--- config.mk ---
export PLATFORM = sky130hd
export DESIGN_NAME = delta_neuron_scheduler
export DESIGN_NICKNAME = d
export VERILOG_FILES = /design/src/rtl/delta_neuron_scheduler.sv
export SDC_FILE = /design/constraint.sdc
export NUM_CORES = 1
export LEC_CHECK = 0
export BUFFER_PORTS_ARGS = -buffer_cell sky130_fd_sc_hd__buf_2
export CAP_MARGIN = 20
export CORE_ASPECT_RATIO = 0.75
export CORE_MARGIN = 2
export CORE_UTILIZATION = 45
export CTS_BUF_LIST = sky130_fd_sc_hd__clkbuf_16
export DETAILED_ROUTE_END_ITERATION = 10
export GPL_TIMING_DRIVEN = 0
export PLACE_DENSITY = 0.7
export SLEW_MARGIN = 20
export SYNTH_ARGS = -nofsm -noshare
export SYNTH_HDL_FRONTEND = slang
export SYNTH_SLANG_ARGS = --single-unit
--- constraint.sdc ---
create_clock -name clk -period 7.1 [get_ports clk]
set_input_delay 0.71 -clock clk [delete_from_list [all_inputs] [get_ports clk]]
set_output_delay 0.71 -clock clk [all_outputs]
set_load 0.1 [all_outputs]
--- src/rtl/delta_neuron_scheduler.sv ---
// Delta-reporting LIF neuron scheduler: N_NEUR virtual neurons share one
// leak/integrate/fire datapath and raise events only on significant change.
module delta_neuron_scheduler #(
  parameter int N_NEUR     = 4,
  parameter int LEAK_SHIFT = 1,
  parameter int V_TH       = 200,
  parameter int DELTA_TH   = 50,
  localparam int IW = (N_NEUR > 1) ? $clog2(N_NEUR) : 1
) (
  input  logic          clk,
  input  logic          rst,
  input  logic          tick,
  input  logic          cur_we,
  input  logic [IW-1:0] cur_idx,
  input  logic [7:0]    cur_data,
  output logic          evt_valid,
  input  logic          evt_ready,
  output logic [IW-1:0] evt_idx,
  output logic [7:0]    evt_delta,
  output logic          evt_up,
  output logic          evt_spike,
  output logic          busy,
  output logic          overrun
);

  localparam logic [7:0]    V_TH8   = 8'(V_TH);
  localparam logic [7:0]    DTH8    = 8'(DELTA_TH);
  localparam logic [IW-1:0] IDX_MAX = IW'(N_NEUR - 1);

  typedef enum logic [1:0] {
    IDLE = 2'd0,
    UPD  = 2'd1,
    CMP  = 2'd2,
    EMIT = 2'd3
  } state_t;

  state_t        state, state_nx;
  logic [IW-1:0] idx, idx_nx;
  logic [7:0]    cur_mem  [N_NEUR];
  logic [7:0]    u_mem    [N_NEUR];
  logic [7:0]    last_mem [N_NEUR];
  logic          spike;

  logic [7:0]    u_sel, last_sel, leak, sum_sat, diff;
  logic [8:0]    sum;
  logic          fire, up, need_emit;

  // Shared datapath for the neuron at idx; u_mem already holds u_new in CMP.
  always_comb begin
    u_sel     = u_mem[idx];
    last_sel  = last_mem[idx];
    leak      = u_sel >> LEAK_SHIFT;
    sum       = {1'b0, u_sel} - {1'b0, leak} + {1'b0, cur_mem[idx]};
    sum_sat   = sum[8] ? 8'hFF : sum[7:0];
    fire      = (sum_sat >= V_TH8);
    up        = (u_sel > last_sel);
    diff      = up ? (u_sel - last_sel) : (last_sel - u_sel);
    need_emit = (diff >= DTH8) || spike;
  end

  // Next-state and neuron index sequencing.
  always_comb begin
    state_nx = state;
    idx_nx   = idx;
    case (state)
      IDLE: begin
        if (tick) begin
          state_nx = UPD;
          idx_nx   = {IW{1'b0}};
        end else begin
          state_nx = IDLE;
        end
      end
      UPD: begin
        state_nx = CMP;
      end
      CMP, EMIT: begin
        if ((state == CMP && need_emit) || (state == EMIT && !evt_ready)) begin
          state_nx = EMIT;
        end else if (idx == IDX_MAX) begin
          state_nx = IDLE;
        end else begin
          state_nx = UPD;
          idx_nx   = idx + IW'(1);
        end
      end
      default: begin
        state_nx = IDLE;
        idx_nx   = {IW{1'b0}};
      end
    endcase
  end

  // State, neuron memories and registered outputs.
  always_ff @(posedge clk) begin
    if (rst) begin
      state     <= IDLE;
      idx       <= {IW{1'b0}};
      spike     <= 1'b0;
      busy      <= 1'b0;
      overrun   <= 1'b0;
      evt_valid <= 1'b0;
      evt_idx   <= {IW{1'b0}};
      evt_delta <= 8'd0;
      evt_up    <= 1'b0;
      evt_spike <= 1'b0;
      for (int i = 0; i < N_NEUR; i++) begin
        cur_mem[i]  <= 8'd0;
        u_mem[i]    <= 8'd0;
        last_mem[i] <= 8'd0;
      end
    end else begin
      state <= state_nx;
      idx   <= idx_nx;
      busy  <= (state_nx != IDLE);
      if (cur_we) begin
        cur_mem[cur_idx] <= cur_data;
      end
      if (tick && state != IDLE) begin
        overrun <= 1'b1;
      end
      case (state)
        UPD: begin
          u_mem[idx] <= fire ? 8'd0 : sum_sat;
          spike      <= fire;
        end
        CMP: begin
          if (need_emit) begin
            evt_valid <= 1'b1;
            evt_idx   <= idx;
            evt_delta <= diff;
            evt_up    <= up;
            evt_spike <= spike;
          end
        end
        EMIT: begin
          if (evt_ready) begin
            last_mem[idx] <= u_mem[idx];
            evt_valid     <= 1'b0;
            evt_idx       <= {IW{1'b0}};
            evt_delta     <= 8'd0;
            evt_up        <= 1'b0;
            evt_spike     <= 1'b0;
          end
        end
        default: begin
          spike <= spike;
        end
      endcase
    end
  end

endmodule

Word level (Yosys, flattened, before mapping)
Memories as Yosys holds them, arrays and structs flattened. A register that Yosys moved wholly into a read port is not among the register bits.
Index checks and enable logic that the tools add are counted.
- equal/unequal tests: 9
- order comparisons: 3
- shift operators: 0
- reduce and logical (&&, ||, !) cells: 17
- bitwise operators: 0
- multipliers: 0
- mux-type cells: 51
- divide/modulo/power cells: 0
- $add $sub $neg: 5
- operator list (operator ; number):
    two-way mux 8 bit ; 8
    two-way mux 2 bit ; 15
    OR reduction 8 bit ; 3
    two-way mux 1 bit ; 21
    case mux 8 bit (2 select lines) ; 1
    subtractor 8 bit ; 2
    != test 2 bit (second input constant) ; 5
    adder 9 x 8 -> 9 bit ; 1
    subtractor 8 x 7 -> 9 bit ; 1
    >= comparator 8 x 6 -> 1 bit (second input constant) ; 1
    >= comparator 8 bit (second input constant) ; 1
    > comparator 8 bit ; 1
    case mux 2 bit (2 select lines) ; 2
    nonzero test 2 bit ; 4
    equality test 2 bit (second input constant) ; 3
    case mux 1 bit (2 select lines) ; 3
    case mux 2 bit (3 select lines) ; 1
    AND reduction 4 bit ; 1
    logical AND 1 bit ; 3
    AND reduction 3 bit ; 1
    adder 2 x 1 -> 2 bit (second input constant) ; 1
    equality test 2 x 1 -> 1 bit (second input constant) ; 1
    logical NOT 2 bit ; 1
    logical OR 1 bit ; 2
    2 further kinds ; 2
- RAM bits: 96
- logic and storage cells: 98
- latch bits: 0
- memory bits (read-only): 0
- register bits: 20
- memories kept: 3
- input bits: 15
- output and inout bits: 15
- memory list (name ; words ; width ; rd ports ; clocked after Yosys merged registers in ; write ports ; RTL line ; text):
    cur_mem ; 4 ; 8 ; 1 ; 1 ; 4 ; 39 ; logic [7:0] cur_mem [N_NEUR];
    last_mem ; 4 ; 8 ; 1 ; 1 ; 4 ; 41 ; logic [7:0] last_mem [N_NEUR];
    u_mem ; 4 ; 8 ; 1 ; 1 ; 4 ; 40 ; logic [7:0] u_mem [N_NEUR];

Longest topological paths before layout
Gate-level depths: netlist (run 1).
- depth after elaboration: 10
- depth in mapped cells: 21
- gate-level depth less buffers: 17

Least setup slack after synthesis (run 1)
OpenSTA, ideal clock, no wires.
- path type: register to register
- start: register with a tool-made name
- end: memory u_mem[3][0], data pin
- cell stages (with the launch flop): 18
- data required time: 6.828 ns
- path slack: 2.625 ns
- arrival: 4.203 ns
- period minus slack after synthesis: 4.475 ns
- path buffers: 3
- library setup time: 0.272 ns
- cell sequence: dfxtp_1 > clkbuf_1 > clkbuf_1 > mux2_2 > o21ai_1 > inv_1 > fa_1 > inv_1 > ha_1 > a21o_1 > a21oi_1 > o21ai_1 > a21oi_1 > xnor2_1 > nor3_1 > a21oi_1 > clkbuf_1 > a211oi_1
- RTL lines (item ; RTL line):
    end: declaration ; 40

==> impl_metrics.yaml, run 1 <==
layout:
  design_area_um2: 7570
  final_layout_size_suffix_gt1_share_pct: 19.4
  nets: 662
  syn2layout_area_growth_pct: 14.4
  multiInputGateArea_um2: 2970
  seqCellArea_um2: 3320
  nFillCells: 1243
  diodes: 0
logic_synthesis:
  synth_top_cell_area_share_pct: 43.6
  yosysUniqueCellTypes: 65
  ys_seq_elements: 118
  mappedNetlistNets: 614
  syn_avg_cell_area_um2: 11.7
  synth_common_cells: "edfxtp_1 (96), inv_1 (50), nor2_1 (49), and2_1 (35), nand2_1 (31)"
  synth_edf_count: 96
  synth.largest_area_cell: "edfxtp_1"
  synthTopCellsByArea: "edfxtp_1 (44%), dfxtp_1 (6.7%), mux4_2 (5.4%)"
  yosys_warnings: 0
  async_flop_share_pct: 0
  synthFlopType: "edfxtp_1"
  synth.most_common_cell: "edfxtp_1"
  synthCells: 564
  seq_area_frac_synth_pct: 50.3
  syn_area_um2: 6610
setup_path:
  critPathMaxStageDelay_ns: 0.51
  required_ns: 7.32
  critPathKind: "register to register"
  worst_path_max_delay_cell: "clkbuf_1"
  cp_max_fo: 10
  endpoint_kind: "register"
  path_depth: 20
  crit_top_cell: "clkbuf_1"
  startpoint_type: "register"
  critPathTopFamily: "compound AO/OA/AOI/OAI gates"
  path_buf_inv: 7
  worstReg2RegEnd: "u_mem[3][1]"
  endpoint: "u_mem[3][1]"
  reg2reg_depth: 20
  crit_path_cell_trace: "clkbuf_1 > clkbuf_1 > clkbuf_1 > nand2_1 > o21ai_1 > inv_1 > ha_1 > inv_1 > ha_1 > inv_1 > fa_1 > nor2b_1 > o21ai_1 > a21boi_1 > o21ai_1 > a22o_1 > a211oi_2 > a21oi_1 > clkbuf_1 > a211oi_1"
  rrSetupSlack_ns: 1.30
  arrival_ns: 6.02
floorplanning:
  rows: 38
  die_w_um: 144
  die_height_um: 109
  start_util_pct: 45.9
  coreArea_um2: 14400
  die_area_um2: 15700
  io_pins: 30
routing:
  drtIter0Drc: 455
  viasPerCell: 5.44
  firstDrtPassIters: 5
  drc: 0
  wl_per_cell_um: 18.2
  vias: 4491
  finalWirelength_um: 15000
  ant_nets: 0
global_routing:
  grt_pass1_wl_um: 24000
  grt_antenna_before_repair: 0
  overflow: 0
  grtUsageTotal_pct: 20.7
  grt_max_degree: 17
  grt_pass1_vias: 4485
clock_network:
  path_clk_slew_ns: 0.05
  cts-root-buf: "clkbuf_16"
  cts_buffers: 17
  clk_latency_ns: 0.41
  postCtsSetupBuffers: 0
  h-tree-depth: 4
  cts_hold_buf: 0
  cts_buffer_depth: 2
  cts_tree: "yes"
  cts_sinks: 118
  cts_resized: 0
timing:
  fin_crit_ns: 5.80
  hold_slack_ns: 0.443
  timing.fmax_mhz: 172
  finalSetupTns_ns: 0
  max_slew_margin_pct: 25.8
  skew_ns: 0.00937
  rsz0062_at_grt: "no"
  setup_violations: 0
  worst_pin_slew_ns: 1.11
  hold_violations: 0
  slew_violations: 0
  fin_crit_sh_pct: 81.8
placement:
  dpl.hpwl_um: 10700
  place_area_um2: 7020
  io_buffers: 29
  gp_congestion: 0.860
status:
  run_status: "completed"
min_path:
  min_path_type: "register to register"
  hold_depth: 2
job:
  maxCapViolations: 0
==> worst reg2reg max path: cells and delay by family, from the launching register on <==
family | cells | cell delay, ns
adders and majority gates | 3 | 0.93
and+or+nand+nor | 2 | 0.25
buffers and inverters | 7 | 1.95
DFF | 1 | 0.31
AOI/OAI and AO/OA | 8 | 2.17
==> state kept, by name, summed over array words and instances, names as in the netlist, named ones only <==
register   flops
busy           1
evt_delta      8
overrun        1
evt_spike      1
u_mem         32
cur_mem       32
idx            2
evt_idx        2
evt_up         1
last_mem      32
evt_valid      1
state          2
spike          1
==> how the worst min path moves through the flow <==
stage / from / to / slack, ns
3_3_place_gp: overrun / overrun / 0.43
3_5_place_dp: overrun / overrun / 0.44
4_1_cts: overrun / overrun / 0.45
6_report: overrun / overrun / 0.44
5_1_grt: overrun / overrun / 0.46
2_1_floorplan: spike / evt_spike / 0.48
==> kinds of logic (layout without fill, tap and decap cells) <==
group / after synthesis / in the layout / synth area share, %
xor+xnor: 12 / 12 / 1.59
fa+ha+maj: 35 / 35 / 7.64
compound gates: 120 / 120 / 13.9
flops: 118 / 118 / 50.3
simple gates: 161 / 161 / 12.5
mux: 39 / 39 / 9.08
buf+inv: 79 / 140 / 5.11
==> cells in the final DEF (no fill, tap or decap), drive strengths merged, types with 2 or more instances in the layout <==
cell and instances:
ha 26, a221oi 2, o211ai 5, clkinvlp 2
nor3 6, xnor2 7, a21o 7, nor2b 2
a211oi 28, a21boi 2, and2 35, o2bb2ai 11
a21oi 22, nand2 31, mux2i 15, nor3b 4
clkbuf 32, inv 55, nor2 49, dfxtp 22
nand3 10, a31oi 4, mux2 8, nand3b 2
nand2b 4, or2 7, and3 3, o31ai 6
buf 42, xor2 5, nor4b 3, o21ai 20
mux4 16, edfxtp 96, fa 9, o21a 4
nand4 3, o2111ai 2, clkinv 8
==> through the flow <==
stage / util (%) / cells / setup WS (ns)
final: 52.5 / 825 / 1.30
after global routing: 52.5 / 825 / 0.759
after detailed placement: 48.7 / 793 / 1.29
after CTS: 52.5 / 825 / 1.30
after global placement: 48.6 / 793 / 1.44
after floorplan: - / 564 / 2.62
==> area by class of cell <==
| cell class | instances | area share, % |
|---|---|---|
| clock buffers | 18 | 5.95 |
| flip-flops and latches | 118 | 43.9 |
| clock inverters | 14 | 1.24 |
| repair buffers | 29 | 1.92 |
| well taps | 200 | 3.31 |
| plain buffers | 27 | 1.88 |
| multi-input cells | 367 | 39.2 |
| inverters | 52 | 2.58 |
==> metal layers <==
| metal | GRT usage, % | up-vias | wire (um) |
|---|---|---|---|
| met2 | 33.0 | 136 | 7120 |
| met4 | 5.25 | 0 | 105 |
| met5 | 0 | - | 0 |
| met1 | 28.9 | 2182 | 7130 |
| met3 | 4.52 | 10 | 645 |
| li1 | - | 2163 | - |
Power of run 1 is not shown: default switching activity piles up to over one toggle a cycle in this logic, so the estimate is an artifact.
==> run 2, diff against run 1 <==
- PLACE_DENSITY: 0.7 -> 0.73
- clock period: 7.1 -> 5 ns (I/O delays scaled with it)
==> run 2 against run 1 <==
Effect of this change:
- cell count down 0.24%
- fmax up 24%
- critical path depth down 4
- global-route usage about the same
- register-to-register slack worse by 0.99 ns
==> impl_metrics.yaml, run 2 (synthesis gave the netlist of run 1 again) <==
status:
  run_status: "completed"
global_routing:
  overflow: 0
  grt_max_degree: 17
  grtUsageTotal_pct: 20.7
  grt_pass1_vias: 4585
  grt_pass1_wl_um: 24100
  grt_antenna_before_repair: 0
floorplanning:
  io_pins: 30
  die_w_um: 144
  die_area_um2: 15700
  coreArea_um2: 14400
  rows: 38
  die_height_um: 109
  start_util_pct: 45.9
setup_path:
  worst_path_max_delay_cell: "fa_1"
  required_ns: 5.23
  reg2reg_depth: 16
  critPathMaxStageDelay_ns: 0.56
  path_depth: 16
  startpoint_type: "register"
  path_buf_inv: 4
  critPathKind: "register to register"
  worstReg2RegEnd: "u_mem[1][1]"
  arrival_ns: 4.93
  endpoint_kind: "register"
  crit_path_cell_trace: "clkbuf_1 > clkbuf_4 > mux2_2 > o21ai_4 > inv_1 > fa_1 > fa_1 > nor2b_1 > o21ai_1 > a21boi_1 > o21ai_1 > a22o_1 > a211oi_4 > a21oi_2 > buf_2 > a211oi_1"
  cp_max_fo: 10
  endpoint: "u_mem[1][1]"
  critPathTopFamily: "compound AO/OA/AOI/OAI gates"
  rrSetupSlack_ns: 0.30
layout:
  nets: 661
  final_common_cell: "edfxtp_1"
  syn2layout_area_growth_pct: 16.2
  fin_util_pct: 53.3
  diodes: 0
  final_layout_size_suffix_gt1_share_pct: 21.8
  mostFrequentLayoutCells: "edfxtp_1 (96), inv_1 (53), nor2_1 (49)"
  reg.largest.list: "cur_mem x32, last_mem x32, u_mem x32"
placement:
  dpl.hpwl_um: 10900
  io_buffers: 29
  gp_congestion: 0.846
clock_network:
  cts_buffer_depth: 2
  cts_tree: "yes"
  cts_buffers: 17
  clk_latency_ns: 0.42
  cts_sinks: 118
  h-tree-depth: 4
  cts-root-buf: "clkbuf_16"
  path_clk_slew_ns: 0.05
routing:
  wl_per_cell_um: 18.2
  vias: 4580
  firstDrtPassIters: 5
  ant_nets: 0
  drc: 0
  viasPerCell: 5.57
  finalWirelength_um: 15000
  drtIter0Drc: 439
timing:
  hold_violations: 0
  setup_violations: 0
  worst_pin_slew_ns: 1.08
  slew_violations: 0
  fin_crit_sh_pct: 94.0
  timing.fmax_mhz: 213
  fin_crit_ns: 4.70
  skew_ns: 0.0108
  max_slew_margin_pct: 28.0
job:
  maxCapViolations: 0
min_path:
  hold_depth: 3
  min_path_type: "primary input to register"
-- run 2: changes by cell type in the layout (fill, tap and decap cells not counted), sizes merged --
cell	previous run	this run
clkbuf	32	30
clkinv	8	6
bufinv	1	4
inv	55	54
-- run 2: metrics by stage --
stage,hold slack [ns],cell area (um^2),instances,setup WS [ns],setup TNS (ns)
3_3_place_gp,0.441,7010,793,-0.547,-15.75
4_1_cts,0.361,7650,824,0.0736,0
5_1_grt,0.376,7680,823,-0.0220,-0.0653
3_5_place_dp,0.444,7020,793,-0.643,-18.53
6_report,0.370,7680,823,0.302,0
2_1_floorplan,0.484,6610,564,0.525,0
-- run 2: layout make-up --
class,instances,area [um^2]
fillers,1210,6720
flip-flops and latches,118,3320
multi-input cells,367,3020
clock buffers,17,425
well taps,200,250
inverters,52,195
clock inverters,14,169
plain buffers,26,156
repair buffers,29,145
-- run 2: how the worst min path moves through the flow --
stage	from	end	slack [ns]
2_1_floorplan	spike	evt_spike	0.48
3_3_place_gp	overrun	overrun	0.44
3_5_place_dp	overrun	overrun	0.44
4_1_cts	tick	overrun	0.36
5_1_grt	tick	overrun	0.38
6_report	tick	overrun	0.37
-- run 2: worst reg2reg max path, stage by stage, from the launching register on --
cell and delay (ns):
dfxtp_1 0.30, clkbuf_1 0.20, clkbuf_4 0.29, mux2_2 0.38
o21ai_4 0.26, inv_1 0.15, fa_1 0.56, fa_1 0.49
nor2b_1 0.13, o21ai_1 0.08, a21boi_1 0.21, o21ai_1 0.14
a22o_1 0.23, a211oi_4 0.39, a21oi_2 0.15, buf_2 0.23
a211oi_1 0.29
-- run 2: per-layer routing --
layer / vias up / wire length, um / track usage, %
met3: 20 / 969 / 5.62
met2: 149 / 6860 / 31.7
met1: 2257 / 6860 / 28.4
li1: 2154 / - / -
met5: - / 0 / 0
met4: 0 / 285 / 7.77
-- run 2: timing repair --
item / in CTS / in global routing
setup buffers: 0 / 0
hold buffers: 0 / 0
pin swaps: 0 / 1
endpoints found under the setup margin: 33 / 32
resized for setup: 16 / 14
Power of run 2 is left out for the same reason.
==> run 3, diff against run 2 <==
- ABC_AREA: unset -> 1
- TNS_END_PERCENT: unset -> 30
==> run 3 against run 2 <==
Effect of this change:
- highest routed layer unchanged
- utilization is 0.18 points lower
- setup slack got worse by 0.0020 ns
- clock-buffer cell count stayed put
- die area increased by 0.86%
==> impl_metrics.yaml, run 3 <==
logic_synthesis:
  synthTopCellsByArea: "edfxtp_1 (43%), nand2_1 (11%), dfxtp_1 (6.6%)"
  synth_common_cells: "nand2_1 (201), inv_1 (106), nor2_1 (103), edfxtp_1 (96), nand3_1 (40)"
  yosys_warnings: 0
  synth.largest_area_cell: "edfxtp_1"
  syn_avg_cell_area_um2: 8.59
  synthCells: 777
  mappedNetlistNets: 827
  async_flop_share_pct: 0
  synth_edf_count: 96
  synth.most_common_cell: "nand2_1"
  seq_area_frac_synth_pct: 49.8
  ys_seq_elements: 118
  syn_area_um2: 6670
  yosysUniqueCellTypes: 37
  synth_top_cell_area_share_pct: 43.2
  synthFlopType: "edfxtp_1"
placement:
  gp_congestion: 0.870
  io_buffers: 28
  dpl.hpwl_um: 11500
  placed_cells: 1005
  preCtsSetupSlack_ns: 0.404
floorplanning:
  start_util_pct: 46.2
  die_area_um2: 15800
  io_pins: 30
  die_height_um: 109
  rows: 38
  die_w_um: 145
  coreArea_um2: 14500
clock_network:
  cts_buffer_depth: 2
  h-tree-depth: 4
  cts_buffers: 17
  clk_latency_ns: 0.42
  cts_tree: "yes"
  cts_hold_buf: 0
  path_clk_slew_ns: 0.06
  cts-root-buf: "clkbuf_16"
  cts_sinks: 118
routing:
  vias: 5406
  drtIter0Drc: 472
  finalWirelength_um: 16200
  viasPerCell: 5.21
  drc: 0
  wl_per_cell_um: 15.6
  ant_nets: 0
  firstDrtPassIters: 5
global_routing:
  grt_pass1_wl_um: 26000
  grtUsageTotal_pct: 21.8
  grt_pass1_vias: 5250
  overflow: 0
  grt_antenna_before_repair: 0
  grt_max_degree: 17
setup_path:
  crit_top_cell: "nand2_1"
  worst_path_max_delay_cell: "clkbuf_1"
  endpoint_kind: "register"
  critPathKind: "register to register"
  required_ns: 5.14
  startpoint_type: "register"
  cp_max_fo: 10
  rrSetupSlack_ns: 0.30
  reg2reg_depth: 21
  path_buf_inv: 6
  critPathTopFamily: "simple AND/OR/NAND/NOR gates"
  worstReg2RegEnd: "u_mem[2][3]"
  path_depth: 21
  critPathMaxStageDelay_ns: 0.53
  crit_path_cell_trace: "inv_2 > clkbuf_1 > nand3_1 > nand2_1 > inv_1 > ha_1 > inv_1 > ha_1 > inv_1 > fa_1 > nand3b_1 > nand2_1 > nand2_1 > o211ai_1 > or2_1 > nand2_1 > inv_2 > nor2_1 > nand3b_2 > nand2_1 > nor2_1"
  arrival_ns: 4.84
status:
  run_status: "completed"
layout:
  syn2layout_area_growth_pct: 15.2
  final_layout_size_suffix_gt1_share_pct: 12.1
  mostFrequentLayoutCells: "nand2_1 (201), inv_1 (108), nor2_1 (103)"
  reg.largest.list: "cur_mem x32, last_mem x32, u_mem x32"
  final_common_cell: "nand2_1"
  nets: 874
  diodes: 0
  layout.cells.non_filler: 1037
timing:
  timing.fmax_mhz: 213
  slew_violations: 0
  rsz0062_at_grt: "no"
  fin_crit_sh_pct: 94.0
  finalSetupTns_ns: 0
  fin_crit_ns: 4.70
  hold_violations: 0
  skew_ns: 0.0108
  worst_slack_ns: 0.300
  setup_violations: 0
  hold_slack_ns: 0.364
  worst_pin_slew_ns: 0.919
  max_slew_margin_pct: 38.3
min_path:
  hold_depth: 3
  hp-start: "tick"
  min_path_type: "primary input to register"
  hold_end: "overrun"
job:
  maxCapViolations: 0
==> run 3: logic make-up (layout without fill, tap and decap cells) <==
logic type,after synthesis,in the layout,share of synthesized area [%]
simple gates,395,395,25.4
buf+inv,139,199,8.10
flops,118,118,49.8
compound gates,81,81,7.91
fa+ha+maj,35,35,7.58
xor+xnor,9,9,1.18
==> run 3: worst reg2reg max path, delay by kind of cell (launching register included) <==
kind	cells	cell delay [ns]
buf+inv	6	1.18
simple gates	11	1.88
fa+ha+maj	3	0.89
flops	1	0.39
compound gates	1	0.09
==> run 3: per-layer routing <==
| layer | vias to the layer above | wire (um) | global-route usage, % |
|---|---|---|---|
| met4 | 0 | 299 | 6.87 |
| met1 | 2547 | 7570 | 29.5 |
| met5 | - | 0 | 0 |
| li1 | 2638 | - | - |
| met2 | 193 | 7350 | 35.0 |
| met3 | 28 | 934 | 5.05 |
==> run 3: area by class of cell <==
cell class	count	area, um^2
well taps	200	250
clock buffers	17	425
multi-input cells	520	2820
flip-flops and latches	118	3320
clock inverters	15	189
fillers	1320	6770
plain buffers	24	106
repair buffers	28	140
inverters	115	434
==> run 3: timing repair <==
| item | 4_1_cts | 5_1_grt |
|---|---|---|
| resized for setup | 0 | 1 |
| setup buffers | 0 | 0 |
| setup endpoints to repair | 0 | 27 |
==> run 3: how the worst max path moves through the flow <==
stage                        to  slack [ns]
detailed placement  u_mem[2][3]        0.40
finish              u_mem[2][3]        0.30
global route        u_mem[2][3]        0.07
CTS                 u_mem[2][3]        0.35
global placement    u_mem[2][5]        0.49
floorplan           u_mem[2][5]        1.40
==> run 3: through the flow <==
step | utilization (%) | instance area (um^2)
global route | 53.2 | 7680
detailed placement | 48.9 | 7060
floorplan | - | 6670
finish | 53.2 | 7680
CTS | 53.1 | 7680
global placement | 48.9 | 7060
Power of run 3 is left out for the same reason.
